<file path="config.mk">
export PLATFORM = sky130hd
export DESIGN_NAME = timer_bus_master
export DESIGN_NICKNAME = d
export VERILOG_FILES = /design/src/rtl/timer_bus_master.sv
export SDC_FILE = /design/constraint.sdc
export NUM_CORES = 1
export LEC_CHECK = 0
export BUFFER_PORTS_ARGS = -buffer_cell sky130_fd_sc_hd__buf_2
export CAP_MARGIN = 5
export CELL_PAD_IN_SITES_DETAIL_PLACEMENT = 1
export CELL_PAD_IN_SITES_GLOBAL_PLACEMENT = 1
export CORE_MARGIN = 2
export CORE_UTILIZATION = 44
export DETAILED_ROUTE_END_ITERATION = 7
export GPL_TIMING_DRIVEN = 0
export PLACE_DENSITY_LB_ADDON = 0.2
export SLEW_MARGIN = 10
export SYNTH_ARGS = -nofsm -noshare
export SYNTH_HDL_FRONTEND = slang
export SYNTH_SLANG_ARGS = --single-unit
</file>
<file path="constraint.sdc">
create_clock -name clk -period 2.25 [get_ports clk]
set_input_delay 0.5625 -clock clk [delete_from_list [all_inputs] [get_ports clk]]
set_output_delay 0.5625 -clock clk [all_outputs]
set_load 0.01 [all_outputs]
</file>
<file path="src/rtl/timer_bus_master.sv">
// Host-side initiator for the 8253-style TIMER write bus:
// programs control+count, then waits for the first `out` rising edge.
module timer_bus_master #(
  parameter int STROBE_CYCLES = 1,
  parameter int TIMEOUT       = 1000
) (
  input  logic        clk,
  input  logic        reset,
  input  logic        req_valid,
  output logic        req_ready,
  input  logic [15:0] req_ctrl,
  input  logic [15:0] req_count,
  input  logic        req_wait,
  output logic [15:0] data,
  output logic        cs,
  output logic        wr,
  output logic        a0,
  input  logic        timer_out,
  output logic        done_valid,
  output logic        done_timeout,
  output logic [15:0] done_cycles,
  output logic        busy
);

  typedef enum logic [3:0] {
    IDLE, C_SETUP, C_STROBE, C_HOLD,
    N_SETUP, N_STROBE, N_HOLD, WAIT, DONE
  } state_e;

  localparam logic [3:0]  SLAST = 4'(STROBE_CYCLES - 1);
  localparam logic [15:0] TLAST = 16'(TIMEOUT - 1);
  localparam logic [15:0] TFULL = 16'(TIMEOUT);

  state_e      state_q, state_d;
  logic [15:0] ctrl_q, ctrl_d;
  logic [15:0] count_q, count_d;
  logic        wait_q, wait_d;
  logic [3:0]  scnt_q, scnt_d;
  logic [15:0] wcnt_q, wcnt_d;
  logic        to_q, to_d;
  logic [15:0] cyc_q, cyc_d;
  logic        sync1_q, sync2_q, prev_q;
  logic        rise;

  logic [15:0] data_q, data_d;
  logic        cs_q, cs_d;
  logic        wr_q, wr_d;
  logic        a0_q, a0_d;
  logic        ready_q, dv_q, busy_q;
  logic        ctl_st, cnt_st;

  assign rise = sync2_q & ~prev_q;

  always_comb begin
    state_d = state_q;
    ctrl_d  = ctrl_q;
    count_d = count_q;
    wait_d  = wait_q;
    scnt_d  = scnt_q;
    wcnt_d  = wcnt_q;
    to_d    = to_q;
    cyc_d   = cyc_q;
    unique case (state_q)
      IDLE: begin
        if (req_valid) begin
          ctrl_d  = req_ctrl;
          count_d = req_count;
          wait_d  = req_wait;
          state_d = C_SETUP;
        end
      end
      C_SETUP: begin
        scnt_d  = '0;
        state_d = C_STROBE;
      end
      C_STROBE: begin
        if (scnt_q == SLAST) state_d = C_HOLD;
        else scnt_d = scnt_q + 4'd1;
      end
      C_HOLD: state_d = N_SETUP;
      N_SETUP: begin
        scnt_d  = '0;
        state_d = N_STROBE;
      end
      N_STROBE: begin
        if (scnt_q == SLAST) state_d = N_HOLD;
        else scnt_d = scnt_q + 4'd1;
      end
      N_HOLD: begin
        wcnt_d = '0;
        if (wait_q) begin
          state_d = WAIT;
        end else begin
          state_d = DONE;
          to_d    = 1'b0;
          cyc_d   = '0;
        end
      end
      WAIT: begin
        // an edge beats a coincident timeout
        if (rise) begin
          state_d = DONE;
          to_d    = 1'b0;
          cyc_d   = wcnt_q;
        end else if (wcnt_q == TLAST) begin
          state_d = DONE;
          to_d    = 1'b1;
          cyc_d   = TFULL;
        end else if (wcnt_q != 16'hFFFF) begin
          wcnt_d = wcnt_q + 16'd1;
        end
      end
      DONE: state_d = IDLE;
      default: state_d = IDLE;
    endcase
  end

  assign ctl_st = state_d inside {C_SETUP, C_STROBE, C_HOLD};
  assign cnt_st = state_d inside {N_SETUP, N_STROBE, N_HOLD};

  always_comb begin
    cs_d   = 1'b0;
    a0_d   = 1'b0;
    data_d = '0;
    wr_d   = state_d inside {C_STROBE, N_STROBE};
    unique case (1'b1)
      ctl_st: begin
        cs_d   = 1'b1;
        a0_d   = 1'b1;
        data_d = ctrl_d;
      end
      cnt_st: begin
        cs_d   = 1'b1;
        data_d = count_d;
      end
      default: ;
    endcase
  end

  always_ff @(posedge clk or negedge reset) begin
    if (!reset) begin
      state_q <= IDLE;
      ctrl_q  <= '0;
      count_q <= '0;
      wait_q  <= 1'b0;
      scnt_q  <= '0;
      wcnt_q  <= '0;
      to_q    <= 1'b0;
      cyc_q   <= '0;
      sync1_q <= 1'b0;
      sync2_q <= 1'b0;
      prev_q  <= 1'b0;
      data_q  <= '0;
      cs_q    <= 1'b0;
      wr_q    <= 1'b0;
      a0_q    <= 1'b0;
      ready_q <= 1'b1;
      dv_q    <= 1'b0;
      busy_q  <= 1'b0;
    end else begin
      state_q <= state_d;
      ctrl_q  <= ctrl_d;
      count_q <= count_d;
      wait_q  <= wait_d;
      scnt_q  <= scnt_d;
      wcnt_q  <= wcnt_d;
      to_q    <= to_d;
      cyc_q   <= cyc_d;
      sync1_q <= timer_out;
      sync2_q <= sync1_q;
      prev_q  <= sync2_q;
      data_q  <= data_d;
      cs_q    <= cs_d;
      wr_q    <= wr_d;
      a0_q    <= a0_d;
      ready_q <= (state_d == IDLE);
      dv_q    <= (state_d == DONE);
      busy_q  <= (state_d != IDLE);
    end
  end

  assign data         = data_q;
  assign cs           = cs_q;
  assign wr           = wr_q;
  assign a0           = a0_q;
  assign req_ready    = ready_q;
  assign done_valid   = dv_q;
  assign done_timeout = to_q;
  assign done_cycles  = cyc_q;
  assign busy         = busy_q;

endmodule

</file>
==> metrics.md, run 1 <==
| Metric | Value |
|---|---|
| Status | completed |
| Port Buf Inserts | 75 |
| Avg Vias per Cell | 5.49 |
| WP buf/inv | 2 |
| Pleak | 2.56 nW |
| Critical Path Start Type | flip-flop |
| Tot Pwr | 6.49 mW |
| H-tree depth | 3 |
| Initial core utilization | 44.9% |
| DRC | 0 |
| Area Overhead vs Synth | 18.1% |
| Worst path slowest cell | dfrtp_1 |
| NumNets Final | 517 |
| Total Wirelength | 10.8 mm |
| Top delay family on crit path | compound AO/OA/AOI/OAI gates |
| Worst path max stage delay | 0.44 ns |
| Wire length per cell | 17.5 um |
| CTS buffer count | 9 |
| Slew @ Worst Pin | 0.744 ns |
| FP Rows | 36 |
| Hold_buf cts | 0 |
| Antenna violations before repair | 0 |
| Die X | 104 um |
| Core area | 9730 um^2 |
| Cell count after synthesis | 388 |
| Drt initial violations | 150 |
| Share of post-route cells with drive strength above 1 | 30.1% |
| DR vias | 3374 |
| Final Cycle Share | 94.5% |
| Crit path top cell by count | buf_6 |
| Fillcell total | 1126 |
| Clock root buffer master | clkbuf_8 |
| YS warnings | 0 |
| Flops & latches, synth | 99 |
| Worst-skew pair later-pin latency | 0.38 ns |
| Most used DFF post-synth | dfrtp_1 |
| Clock buffer depth | 2 |
| Pwr dens | 1260 nW/um^2 |
| Number of flops mapped to enable cells by yosys | 0 |
| NetSw | 2.45 mW |
| Peak supply drop | 0.565 mV |
| Total of max-cap violations | 0 |
| Clock power share | 17.8% |
| Pins over their slew limit | 0 |
| Worst Hold Class | in -> async |
| Combinational power share | 42.0% |
| Fmax | 470 MHz |
| Unrepaired setup endpoints after global routing | no |
| Setup Skew | 0.0130 ns |
| Global-route wire length before repair | 17.9 mm |
| Synth unique cells | 58 |
| Worst Path Arrival | 2.38 ns |
| Reg power frac | 40.2% |
| CP Max Fanout | 10 |
| Number of diodes | 0 |
| GRT Overall Usage | 20.8% |
| Worst flop-to-flop path startpoint | wcnt_q[1]$_DFFE_PN0P_ |
| CP Class | reg -> reg |
| Largest net degree at the start of global routing | 55 |
| Critical Path Start | wcnt_q[1]$_DFFE_PN0P_ |
| CP Capture Type | flip-flop |
| Vias in the first global route | 3557 |
| Final setup vio count | 0 |
| Grt ovf | 0 |
| Mean Syn Cell Area | 11.3 um^2 |
| TNS Setup | 0 ns |
| CTS tree | built |
| Synth Cell Area | 4370 um^2 |
| Hold Vio Cnt, Final | 0 |
| Routability cong. | 0.839 |
| TritonRoute pass-1 iters | 5 |
| Synth async-reset ratio | 100% |
| Post-Syn Nets | 428 |
| Post-route insts no fill | 615 |
| Sw Share | 37.7% |
| Inst Count DP | 597 |
| Clk slew on worst S/H paths | 0.09 ns |
| Hpwl dp | 7.60 mm |
| Register area share after synthesis | 56.7% |
| Full die area | 10700 um^2 |
| Sink Count | 99 |
| Min cycle time layout | 2.13 ns |
| IO Count | 76 |
| Required @ worst endpoint | 2.51 ns |
| Int Pwr | 4.04 mW |
| Slew HR | 50.4% |
| Detail Route Antenna Nets | 0 |
| Die span in y | 104 um |
| Final Util | 53.0% |
| Crit path cell chain | ha_2 > and4bb_1 > nand4_2 > a31o_1 > buf_6 > buf_6 > a22o_1 |
## cell usage after synthesis (2+ instances only)
library cell  count  share of area, %
o31ai_1           2              0.34
dfrtp_1          98                56
a31oi_1           2              0.29
nor3_1            3              0.34
nand4_1           6              0.86
mux2i_1          16               3.7
nand2_1          26               2.2
buf_4             2              0.34
xnor2_1           2              0.40
buf_6             5               1.3
buf_2            10               1.1
o22ai_1          18               2.6
mux2_2           18               4.6
ha_1              3              0.86
nor2_1            8              0.69
o21ai_0          51               5.8
nand3_1           8              0.92
and4_1            2              0.40
nor3b_1           2              0.34
a22o_1           12               2.4
inv_1            26               2.2
clkbuf_1          8              0.69
or3_1             8               1.1
a21oi_1          13               1.5
o21a_1            3              0.52
nand2b_1          4              0.57
## worst reg2reg max path, stage by stage (launching register included)
cell and delay, ns:
dfrtp_1 0.44, ha_2 0.27, and4bb_1 0.25, nand4_2 0.23, a31o_1 0.30, buf_6 0.14, buf_6 0.15, a22o_1 0.23
## worst paths after layout
check / slack (ns) / cells past startpoint / endpoint
min in group clk: 0.29 / 1 / sync1_q$_DFF_PN0_
max in group asynchronous: 1.35 / 2 / ctrl_q[5]$_DFF_PN0_
worst min register to register: 0.36 / 0 / sync2_q$_DFF_PN0_
worst max register to register: 0.12 / 7 / done_cycles[15]$_DFFE_PN0P_
worst min-delay path: 0.24 / 1 / wcnt_q[6]$_DFFE_PN0P_
worst max-delay path: 0.12 / 7 / done_cycles[15]$_DFFE_PN0P_
## per-layer routing
layer | wire, um | vias to the layer above | track usage [%] | part of all wire (%)
met4 | 240 | 0 | 9.07 | 2.2
met5 | 0 | - | 0 | 0
met2 | 5040 | 68 | 32.8 | 47
met3 | 324 | 18 | 2.83 | 3.0
li1 | - | 1565 | - | -
met1 | 5160 | 1723 | 28.9 | 48
## final cells by class
cell class | instances | area (um^2) | share of cell area (%)
clock inverters | 5 | 63.8 | 1.24
multi-input cells | 238 | 1650 | 32.0
well taps | 133 | 166 | 3.22
plain buffers | 25 | 151 | 2.93
flip-flops and latches | 99 | 2480 | 48.0
repair buffers | 78 | 420 | 8.15
clock buffers | 11 | 131 | 2.55
inverters | 26 | 97.6 | 1.89
## through the flow
stage          cell area [um^2]  hold slack, ns  setup slack (ns)
6_report                   5160           0.239             0.123
2_1_floorplan              4370           0.267             0.373
3_3_place_gp               4910           0.333            -0.400
5_1_grt                    5160           0.293            0.0164
3_5_place_dp               4940           0.336           0.00186
4_1_cts                    5150           0.266            0.0196
## repair_timing
| item | CTS | global route |
|---|---|---|
| resized for setup | 0 | 3 |
| endpoints found under the setup margin | 10 | 28 |
| pin swaps | 1 | 0 |
| buffers inserted | 2 | 0 |
| hold endpoints to repair | 0 | 0 |
## power by group through the flow
stage	clock network, mW	registers [mW]	logic (mW)
6_report	1.15	2.61	2.72
5_1_grt	1.24	2.67	3.00
4_1_cts	1.18	2.61	2.74
3_5_place_dp	0	2.65	2.65
3_3_place_gp	0	2.61	2.54
2_1_floorplan	0	2.69	1.71
## cells in the final DEF, fill, tap and decap left out, types with 8 or more instances in the layout
master,n
a21oi_1,12
a22o_1,12
buf_2,84
clkbuf_1,10
clkbuf_8,9
dfrtp_1,97
inv_1,26
mux2_2,18
mux2i_1,16
nand2_1,26
nand3_1,8
nor2_1,8
o21ai_0,51
o22ai_1,18
or3_1,8
## flip-flops by register name, indices dropped and copies added, names as in the netlist, 4 cells and up
signal and count:
scnt_q 4, data 16, ctrl_q 16, state_q 4
count_q 16, done_cycles 16, wcnt_q 16
## cell families after synthesis
family                     Yosys count  share of synthesized area, %
AOI/OAI and AO/OA                  112                          15.8
DFF                                 99                          56.7
and+or+nand+nor                     87                          12.2
buffers and inverters               51                          5.70
muxes                               34                          8.30
adders and majority gates            3                         0.859
xor gates and xnor gates             2                         0.401
Note: power is estimated with default switching activity, not from simulation.
==> inputs of run 2 (changes only) <==
CELL_PAD_IN_SITES_DETAIL_PLACEMENT = unset   (was 1)
CELL_PAD_IN_SITES_GLOBAL_PLACEMENT = unset   (was 1)
CORE_UTILIZATION = 56   (was 44)
==> metrics.md, run 2 (synthesis results as in run 1) <==
| Metric | Value |
|---|---|
| Worst flop-to-flop path startpoint | scnt_q[0]$_DFFE_PN0P_ |
| Vias in the first global route | 3357 (-5.6%) |
| Final Util | 67.4% (+14 points) |
| Number of diodes | 0 (unchanged) |
| Detail Route Antenna Nets | 0 (unchanged) |
| Clk slew on worst S/H paths | 0.10 ns (about the same) |
| CTS tree | built |
| Area Overhead vs Synth | 17.9% |
| Pins over their slew limit | 0 (unchanged) |
| Required @ worst endpoint | 2.53 ns (+0.02 ns) |
| Core area | 7650 um^2 (-21%) |
| Most frequent cells in the layout | dfrtp_1, buf_2, o21ai_0 |
| Antenna violations before repair | 0 (unchanged) |
| Final setup vio count | 0 (unchanged) |
| H-tree depth | 3 (unchanged) |
| CP Class | reg -> reg |
| Avg Vias per Cell | 5.64 (+2.8%) |
| Critical Path Start Type | flip-flop |
| CTS buffer count | 9 (unchanged) |
| Total Wirelength | 9.39 mm (-13%) |
| Commonest non-fill, non-tap cell in the layout | dfrtp_1 |
| Pwr dens | 1260 nW/um^2 (+0.62%) |
| Global-route wire length before repair | 15.9 mm (-11%) |
| Worst R2R End | data[0]$_DFF_PN0_ |
| Grt ovf | 0 (unchanged) |
| Peak supply drop | 0.720 mV (+27%) |
| GRT Overall Usage | 23.5% (+2.7 points) |
| Port Buf Inserts | 75 (unchanged) |
| Setup Skew | 0.0172 ns (+0.00416 ns) |
| Drt initial violations | 239 (+59%) |
| IO Count | 76 (unchanged) |
| Clock buffer depth | 2 (unchanged) |
| Crit path top cell by count | o22ai_1 |
| DR vias | 3306 (-2.0%) |
| TritonRoute pass-1 iters | 4 (-1) |
| Pleak | 2.58 nW (+0.79%) |
| Die X | 92.4 um (-11%) |
| Routability cong. | 0.862 (+2.7%) |
| Worst-case reg-to-reg path depth | 8 (+1) |
| Worst Hold Class | in -> async |
| Fillcell total | 595 (-47%) |
| Worst-skew pair later-pin latency | 0.37 ns (about the same) |
| Worst path slowest cell | dfrtp_1 |
| NumNets Final | 519 (+0.39%) |
| Die span in y | 92.4 um (-11%) |
| Clock root buffer master | clkbuf_8 |
| CP Max Fanout | 6 (-4) |
| Reg2Reg Setup Slack | 0.19 ns (+0.06 ns) |
| Final Cycle Share | 91.7% (-2.9 points) |
| Min Hold Slack | 0.123 ns (-0.116 ns) |
| Slew @ Worst Pin | 0.505 ns (-0.240 ns) |
| Hpwl dp | 6.65 mm (-13%) |
| Sink Count | 99 (unchanged) |
| Slew HR | 66.3% (+16 points) |
| CP Capture Type | flip-flop |
| Worst path max stage delay | 0.41 ns (-0.03 ns) |
| FP Rows | 32 (-11%) |
| Wire length per cell | 16.0 um (-8.5%) |
| Initial core utilization | 57.2% (+12 points) |
| Hold Vio Cnt, Final | 0 (unchanged) |
| Total of max-cap violations | 0 (unchanged) |
| Fmax | 485 MHz (+3.1%) |
| Largest net degree at the start of global routing | 69 (+25%) |
| Share of post-route cells with drive strength above 1 | 30.8% (+0.70 points) |
| Min cycle time layout | 2.06 ns (-0.0642 ns) |
| Full die area | 8530 um^2 (-21%) |
| Crit path cell chain | inv_1 > ha_1 > nor3b_1 > nand3_1 > o22ai_1 > nor2_4 > buf_4 > o22ai_1 |
| Status | completed |
| Worst Path Arrival | 2.35 ns (-0.03 ns) |
| DRC | 0 (unchanged) |
## run 2: cell count changes in the layout (fill, tap and decap cells not counted), sizes merged
cell      change
inv           +1
clkinv        +1
clkinvlp      -1
buf           +2
clkbuf        -1
## run 2: final cells by class
class	instances	area (um^2)	area share, %
Inverter	26	97.6	1.89
Sequential cell	99	2480	48.1
Multi-Input combinational cell	238	1650	32.0
Buffer	25	151	2.94
Clock buffer	10	128	2.48
Timing Repair Buffer	80	435	8.45
Clock inverter	6	83.8	1.63
Tap cell	102	128	2.48
## run 2: worst max-delay path by stage
stage / startpoint / to / slack (ns) / cells past startpoint
2_1_floorplan: wcnt_q[0]$_DFFE_PN0P_ / wcnt_q[8]$_DFFE_PN0P_ / 0.37 / 6
3_3_place_gp: reset / data[2]$_DFF_PN0_ / -0.32 / 1
3_5_place_dp: wcnt_q[0]$_DFFE_PN0P_ / busy$_DFF_PN0_ / 0.09 / 8
4_1_cts: wcnt_q[0]$_DFFE_PN0P_ / busy$_DFF_PN0_ / 0.04 / 8
5_1_grt: scnt_q[1]$_DFFE_PN0P_ / data[13]$_DFF_PN0_ / -0.01 / 8
6_report: scnt_q[0]$_DFFE_PN0P_ / data[0]$_DFF_PN0_ / 0.19 / 8
## run 2: report_power, final
part / internal (mW) / switching, mW / leakage [nW]
registers: 2.38 / 0.214 / 1.26
logic: 1.18 / 1.55 / 1.21
clock network: 0.540 / 0.648 / 0.106
total: 4.10 / 2.42 / 2.58
## run 2: worst max-delay path, delay by kind of cell, from the launching register on
kind	cells	cell delay (ns)
compound gates	2	0.51
fa+ha+maj	1	0.16
buf+inv	2	0.27
flops	1	0.41
simple gates	3	0.65
## run 2: per-layer routing
| metal | share of wire, % | vias to the layer above | GRT usage, % | wire length (um) |
|---|---|---|---|---|
| li1 | - | 1576 | - | - |
| met1 | 44 | 1619 | 31.1 | 4090 |
| met2 | 50 | 98 | 39.2 | 4690 |
| met3 | 5.3 | 13 | 4.64 | 493 |
| met4 | 1.2 | 0 | 7.59 | 115 |
| met5 | 0 | - | 0 | 0 |
## run 2: what timing repair did
action	4_1_cts	5_1_grt
hold buffers	0	0
setup endpoints to repair	0	24
setup buffers	0	4
gates resized for setup	0	4
## run 2: stage by stage
stage               std cells  setup WS [ns]  power [mW]  setup TNS [ns]  instance area (um^2)
floorplan                 388          0.373        4.40               0                  4370
global placement          565         -0.319        5.09          -30.53                  4870
detailed placement        566         0.0928        5.21               0                  4900
CTS                       582         0.0436        6.41               0                  5120
global route              586        -0.0134        6.98         -0.0314                  5150
finish                    586          0.187        6.52               0                  5150
